File: src/rtl/sdram_client_pkg.sv
// Shared types and constants for the SDRAM client.
package sdram_client_pkg;

    typedef enum logic [1:0] {IDLE, ISSUE, WAIT} state_t;
    typedef enum logic [1:0] {OP_READ, OP_WRITE, OP_REFRESH} op_t;

    // Byte masks, active high: low byte written keeps the high byte masked.
    localparam logic [1:0] WDM_LO = 2'b10;
    localparam logic [1:0] WDM_HI = 2'b01;

    // Auto-refresh interval in clock cycles.
    function automatic int refresh_cycles(input int freq, input int us);
        return freq / 1_000_000 * us;
    endfunction

endpackage

File: src/rtl/sdram_client_if.sv
// Host-side byte bus and controller-side word bus of the SDRAM client.
interface sdram_client_if;
    logic        host_req;
    logic        host_we;
    logic [22:0] host_addr;
    logic [7:0]  host_wdata;
    logic [7:0]  host_rdata;
    logic        host_ack;
    logic        mc_read;
    logic        mc_write;
    logic        mc_refresh;
    logic [21:0] mc_addr;
    logic [15:0] mc_din;
    logic [1:0]  mc_wdm;
    logic [15:0] mc_dout;
    logic        mc_busy;

    // Client (initiator) side.
    modport master (
        input  host_req, host_we, host_addr, host_wdata, mc_dout, mc_busy,
        output host_rdata, host_ack, mc_read, mc_write, mc_refresh,
               mc_addr, mc_din, mc_wdm
    );

    // Host plus controller side, as seen from outside the client.
    modport slave (
        output host_req, host_we, host_addr, host_wdata, mc_dout, mc_busy,
        input  host_rdata, host_ack, mc_read, mc_write, mc_refresh,
               mc_addr, mc_din, mc_wdm
    );
endinterface

File: src/rtl/sdram_client_refresh_timer.sv
// Free-running refresh interval timer with a pending flag and a sticky
// overrun flag.
module refresh_timer #(
    parameter int CYCLES = 810
) (
    input  logic clk,
    input  logic resetn,
    input  logic clear,
    output logic pending,
    output logic missed
);
    localparam int W = (CYCLES > 1) ? $clog2(CYCLES) : 1;
    localparam logic [W-1:0] RELOAD = W'(CYCLES - 1);

    logic [W-1:0] r_cnt;
    logic         r_pending;
    logic         r_missed;
    logic         w_tick;

    assign w_tick  = (r_cnt == '0);
    assign pending = r_pending;
    assign missed  = r_missed;

    // Down-count; a tick beats a same-cycle clear so no interval is lost,
    // and only counts as missed if the old request was not being served.
    always_ff @(posedge clk or negedge resetn) begin
        if (!resetn) begin
            r_cnt     <= RELOAD;
            r_pending <= 1'b0;
            r_missed  <= 1'b0;
        end else begin
            r_cnt <= w_tick ? RELOAD : r_cnt - W'(1);
            if (w_tick) begin
                r_pending <= 1'b1;
                if (r_pending && !clear)
                    r_missed <= 1'b1;
            end else if (clear) begin
                r_pending <= 1'b0;
            end
        end
    end
endmodule

File: src/rtl/sdram_client.sv
// SDRAM client: byte host bus to word controller strobes, plus refresh
// scheduling. All outputs come straight from registers.
module sdram_client
    import sdram_client_pkg::*;
#(
    parameter int FREQ       = 54_000_000,
    parameter int REFRESH_US = 15
) (
    input  logic           clk,
    input  logic           resetn,
    sdram_client_if.master bus,
    output logic           refresh_missed
);
    localparam int REFRESH_CYCLES = refresh_cycles(FREQ, REFRESH_US);

    state_t      r_state;
    op_t         r_op;
    logic        r_byte_hi;
    logic [7:0]  r_host_rdata;
    logic        r_host_ack;
    logic        r_mc_read;
    logic        r_mc_write;
    logic        r_mc_refresh;
    logic [21:0] r_mc_addr;
    logic [15:0] r_mc_din;
    logic [1:0]  r_mc_wdm;
    logic        w_pending;
    logic        w_clear;

    // Refresh is accepted exactly when IDLE launches it below.
    assign w_clear = (r_state == IDLE) && !bus.mc_busy && w_pending;

    refresh_timer #(.CYCLES(REFRESH_CYCLES)) u_refresh_timer (
        .clk     (clk),
        .resetn  (resetn),
        .clear   (w_clear),
        .pending (w_pending),
        .missed  (refresh_missed)
    );

    assign bus.host_rdata = r_host_rdata;
    assign bus.host_ack   = r_host_ack;
    assign bus.mc_read    = r_mc_read;
    assign bus.mc_write   = r_mc_write;
    assign bus.mc_refresh = r_mc_refresh;
    assign bus.mc_addr    = r_mc_addr;
    assign bus.mc_din     = r_mc_din;
    assign bus.mc_wdm     = r_mc_wdm;

    // IDLE -> ISSUE -> WAIT -> IDLE; strobes and ack are single-cycle pulses.
    always_ff @(posedge clk or negedge resetn) begin
        if (!resetn) begin
            r_state      <= IDLE;
            r_op         <= OP_READ;
            r_byte_hi    <= 1'b0;
            r_host_rdata <= '0;
            r_host_ack   <= 1'b0;
            r_mc_read    <= 1'b0;
            r_mc_write   <= 1'b0;
            r_mc_refresh <= 1'b0;
            r_mc_addr    <= '0;
            r_mc_din     <= '0;
            r_mc_wdm     <= '0;
        end else begin
            r_host_ack   <= 1'b0;
            r_mc_read    <= 1'b0;
            r_mc_write   <= 1'b0;
            r_mc_refresh <= 1'b0;
            unique case (r_state)
                IDLE: begin
                    if (!bus.mc_busy) begin
                        if (w_pending) begin
                            r_mc_refresh <= 1'b1;
                            r_mc_wdm     <= 2'b00;
                            r_op         <= OP_REFRESH;
                            r_state      <= ISSUE;
                        end else if (bus.host_req) begin
                            r_op       <= bus.host_we ? OP_WRITE : OP_READ;
                            r_mc_read  <= !bus.host_we;
                            r_mc_write <= bus.host_we;
                            r_mc_addr  <= bus.host_addr[22:1];
                            r_mc_din   <= {bus.host_wdata, bus.host_wdata};
                            r_mc_wdm   <= !bus.host_we   ? 2'b00 :
                                          bus.host_addr[0] ? WDM_HI : WDM_LO;
                            r_byte_hi  <= bus.host_addr[0];
                            r_state    <= ISSUE;
                        end
                    end
                end
                ISSUE: r_state <= WAIT;
                WAIT: begin
                    if (!bus.mc_busy) begin
                        if (r_op == OP_READ)
                            r_host_rdata <= r_byte_hi ? bus.mc_dout[15:8]
                                                      : bus.mc_dout[7:0];
                        if (r_op != OP_REFRESH)
                            r_host_ack <= 1'b1;
                        r_state <= IDLE;
                    end
                end
                default: r_state <= IDLE;
            endcase
        end
    end
endmodule

File: src/flat_wrapper.sv
// flat-port wrapper written by rule: the top's interface ports become plain ports
module sdram_client_flat import sdram_client_pkg::*;
#(
    parameter int FREQ       = 54_000_000,
    parameter int REFRESH_US = 15
)
  (clk, resetn, refresh_missed, bus_host_req, bus_host_we, bus_host_addr, bus_host_wdata, bus_mc_dout, bus_mc_busy, bus_host_rdata, bus_host_ack, bus_mc_read, bus_mc_write, bus_mc_refresh, bus_mc_addr, bus_mc_din, bus_mc_wdm);
  sdram_client_if bus_i ();
  input  logic clk;
  input  logic resetn;
  output logic refresh_missed;
  input wire logic [$bits(bus_i.host_req)-1:0] bus_host_req;
  input wire logic [$bits(bus_i.host_we)-1:0] bus_host_we;
  input wire logic [$bits(bus_i.host_addr)-1:0] bus_host_addr;
  input wire logic [$bits(bus_i.host_wdata)-1:0] bus_host_wdata;
  input wire logic [$bits(bus_i.mc_dout)-1:0] bus_mc_dout;
  input wire logic [$bits(bus_i.mc_busy)-1:0] bus_mc_busy;
  output wire logic [$bits(bus_i.host_rdata)-1:0] bus_host_rdata;
  output wire logic [$bits(bus_i.host_ack)-1:0] bus_host_ack;
  output wire logic [$bits(bus_i.mc_read)-1:0] bus_mc_read;
  output wire logic [$bits(bus_i.mc_write)-1:0] bus_mc_write;
  output wire logic [$bits(bus_i.mc_refresh)-1:0] bus_mc_refresh;
  output wire logic [$bits(bus_i.mc_addr)-1:0] bus_mc_addr;
  output wire logic [$bits(bus_i.mc_din)-1:0] bus_mc_din;
  output wire logic [$bits(bus_i.mc_wdm)-1:0] bus_mc_wdm;
  assign bus_i.host_req = bus_host_req;
  assign bus_i.host_we = bus_host_we;
  assign bus_i.host_addr = bus_host_addr;
  assign bus_i.host_wdata = bus_host_wdata;
  assign bus_i.mc_dout = bus_mc_dout;
  assign bus_i.mc_busy = bus_mc_busy;
  assign bus_host_rdata = bus_i.host_rdata;
  assign bus_host_ack = bus_i.host_ack;
  assign bus_mc_read = bus_i.mc_read;
  assign bus_mc_write = bus_i.mc_write;
  assign bus_mc_refresh = bus_i.mc_refresh;
  assign bus_mc_addr = bus_i.mc_addr;
  assign bus_mc_din = bus_i.mc_din;
  assign bus_mc_wdm = bus_i.mc_wdm;
  sdram_client #(.FREQ(FREQ), .REFRESH_US(REFRESH_US)) u_core (.clk(clk), .resetn(resetn), .bus(bus_i), .refresh_missed(refresh_missed));
endmodule
File: config.mk
export PLATFORM = sky130hd
export DESIGN_NAME = sdram_client_flat
export DESIGN_NICKNAME = d
export VERILOG_FILES = /design/src/rtl/sdram_client_pkg.sv /design/src/rtl/sdram_client_if.sv /design/src/rtl/sdram_client_refresh_timer.sv /design/src/rtl/sdram_client.sv /design/src/flat_wrapper.sv
export SDC_FILE = /design/constraint.sdc
export NUM_CORES = 1
export LEC_CHECK = 0
export ABC_AREA = 1
export CAP_MARGIN = 20
export CORE_MARGIN = 10
export CORE_UTILIZATION = 40
export DETAILED_ROUTE_END_ITERATION = 10
export PLACE_DENSITY = 0.74
export SLEW_MARGIN = 20
export SYNTH_ARGS = -nofsm -noshare
export SYNTH_HDL_FRONTEND = slang
export SYNTH_HIERARCHICAL = 1
export SYNTH_SLANG_ARGS = --single-unit
File: constraint.sdc
create_clock -name clk -period 3.19 [get_ports clk]
set_clock_uncertainty 0.05 [all_clocks]
set_input_delay 0.7975 -clock clk [delete_from_list [all_inputs] [get_ports clk]]
set_output_delay 0.7975 -clock clk [all_outputs]
set_load 0.02 [all_outputs]
==> key figures <==
Setup path
  • Reg2reg setup slack: 1.22 ns
  • Critical-path cell with the highest stage delay: clkdlybuf4s50_1
  • CP arrival: 1.34 ns
  • CP max FO: 3
  • Endpoint class of the critical path: output pin
  • CP startpoint kind: flop
  • Crit path buffers/inverters: 1
  • Crit path required time: 2.34 ns
  • Crit path max-delay family: buffers and inverters
  • Largest stage delay, worst path: 0.64 ns
  • Crit-path cells: clkdlybuf4s50_1
  • Critical path type: flop to output pin

Floorplanning
  • Row count: 30
  • Core ar.: 6794 µm²
  • I/O pin count: 105
  • Starting density of the core: 41.22%
  • Die Y-Extent: 103.7 µm
  • Die ar.: 10750 µm²
  • Die width: 103.7 µm

Run status
  • Status: completed

Clock network
  • Clock Pin Slew Worst Setup and Hold Paths: 0.06 ns
  • CTS Hold Bufs: 0
  • CTS H-tree depth: 3
  • Clock tree buffer depth: 2
  • TritonCTS Buffers: 9
  • Clock sinks: 61
  • Clk_lat worst skew: 0.33 ns
  • Root buffer cell: clkbuf_8
  • Post-CTS sizing: 0
  • CTS tree: yes
  • Post-CTS setup buffers: 0

Synthesis
  • Ys Warns: 6
  • Largest area contributor in the netlist: dfrtp_1
  • FFs w/ async S/R, synth: 100.0%
  • Mean Syn Cell Area: 8.537 µm²
  • Commonest cells in the synthesized netlist: 128 x nand2_1, 56 x dfrtp_1, 33 x nand4_1
  • Yosys reg bits: 61
  • Synth Flop Type: dfrtp_1
  • Synthesized area: 2800 µm²
  • Largest cells by area after synthesis: dfrtp_1 50%, nand2_1 17%, nand4_1 7.4%
  • Share of the synthesized area in the top cell type: 50.04%
  • Synth unique cells: 24
  • Syn Inst Count: 328
  • Sequential share of the synthesized area: 54.74%
  • Post-synth EDFFs: 0
  • Most common cell in the synthesized netlist: nand2_1
  • Synthesized net count: 381

Worst hold path
  • Min-delay worst type: flop to flop

Timing
  • Highest Clock Rate: 0.4562 GHz
  • Setup Viol. Count Final: 0
  • Hold Vio Cnt, Final: 0
  • Max transition margin: 49.58%
  • Minimum clock period: 2.192 ns
  • RSZ-0062 raised after global routing: no
  • Tcrit/Tclk final: 68.71%
  • Final slew viol count: 0
  • Setup TNS: 0 ns
  • Setup WS post-layout: 0.9980 ns
  • Least-Margin Pin Slew: 0.7563 ns

Route
  • DR pass1 iterations: 4
  • DRC Markers: 0
  • Wire per inst: 14.36 µm
  • Routed wire length: 7.524 mm
  • Vias/cell: 4.695
  • Vias: 2460
  • Antenna viol nets, final: 0
  • DR iter-0 viols: 102

Power and ir drop
  • Leakage power: 1.990 nW
  • Maximum VDD drop: 0.4260 mV
  • Pwr per Cell Area: 851.5 nW/µm²

Global routing
  • Largest net degree at the start of global routing: 62
  • Antenna violations before repair: 0
  • Global route overflow: 0
  • GRT Total Usage: 14.05%
  • First-pass GRT wire length: 12.43 mm
  • Vias in the first global route: 2366

Placed design
  • Final Wtd Congestion: 0.7970
  • Post-DP Area: 3860 µm²
  • Post-placement setup slack: 0.8032 ns
  • Placed cells: 510
  • Half-perimeter wire length after placement: 5.451 mm
  • PortBufs: 104

Run
  • # Max-Cap Violations: 0

Final layout
  • Antenna diodes: 0
  • Nets: 478
  • Final cell count without fillers: 524
  • Final instance area: 4025 µm²
  • Share of layout cells above drive strength 1: 8.879%
  • P&R area growth vs syn: 43.74%
  • Fin util: 59.24%
[area by class of cell]
| cell class | instances | area (µm²) |
|---|---|---|
| Fill cell | 614 | 2769 |
| Sequential cell | 61 | 1533 |
| Timing Repair Buffer | 108 | 1066 |
| Multi-Input combinational cell | 223 | 1059 |
| Clock buffer | 12 | 155.1 |
| Tap cell | 96 | 120.1 |
| Inverter | 22 | 82.58 |
| Clock inverter | 2 | 10.01 |
[kinds of logic (layout without fill, tap and decap cells)]
logic type,after synthesis,after routing,synth area share [%]
AOI/OAI and AO/OA,6,6,1.162
xor gates and xnor gates,3,3,0.9385
adders and majority gates,1,1,0.4468
buffers and inverters,44,144,7.462
DFF,61,61,54.74
and+or+nand+nor,213,213,35.26
[power breakdown]
part,switching [mW],internal [mW]
Combinational,0.902,0.704
Sequential,0.195,1.05
Clock,0.268,0.313
[placed cells by master, fill, tap and decap left out]
cell,n
nor2_4,3
ha_1,1
nand2_2,1
and2_1,1
nand3_1,17
o21a_1,1
nand2_4,1
nor3_4,1
clkinv_2,2
a21oi_1,1
xnor2_1,1
clkdlybuf4s50_1,103
nand4_1,33
nand2_1,128
inv_1,22
nand3_2,3
o21ai_0,4
or2_1,1
clkbuf_1,1
nor2_2,6
buf_4,4
dfstp_2,5
buf_2,1
nor2_1,18
xor2_1,2
dfrtp_1,56
clkbuf_8,11
[routing by layer]
layer | track usage [%] | routed length [µm] | vias to the layer above
met5 | 0 | 0 | -
met4 | 5.865 | 115 | 0
met3 | 4.771 | 465 | 8
met2 | 21.62 | 3553 | 76
met1 | 17.58 | 3390 | 1136
li1 | - | - | 1240
[flip-flops by register name, summed over array words and instances, names as in the netlist]
signal / flops
u_core/bus.host_ack: 1
u_core/u_refresh_timer/pending: 1
u_core/u_refresh_timer/r_cnt: 10
u_core/r_op: 2
u_core/bus.mc_write: 1
u_core/bus.mc_read: 1
u_core/bus.mc_wdm: 2
u_core/r_state: 2
u_core/r_byte_hi: 1
u_core/bus.mc_din: 8
u_core/bus.mc_refresh: 1
u_core/u_refresh_timer/missed: 1
u_core/bus.mc_addr: 22
u_core/bus.host_rdata: 8
[stage by stage]
step	hold WS, ns	power (mW)
floorplan	0.3789	2.127
global placement	0.3871	2.851
detailed placement	0.3916	2.880
CTS	0.4056	3.480
global route	0.4318	3.667
finish	0.4058	3.427
[final timing paths]
| kind | endpoint | from | depth (start not counted) |
|---|---|---|---|
| worst max-delay path | bus_mc_din[10] | u_core/bus.mc_din[10] | 1 |
| worst min-delay path | u_core/u_refresh_timer/r_cnt[0] | u_core/u_refresh_timer/r_cnt[0] | 1 |
| worst min register to register | u_core/u_refresh_timer/r_cnt[0] | u_core/u_refresh_timer/r_cnt[0] | 1 |
| min in group asynchronous | u_core/bus.mc_addr[16] | resetn | 2 |
| worst max register to register | u_core/bus.mc_addr[21] | u_core/r_state[1] | 5 |
| max in group asynchronous | u_core/bus.mc_addr[5] | resetn | 2 |
Power figures use the tool's default switching activity.
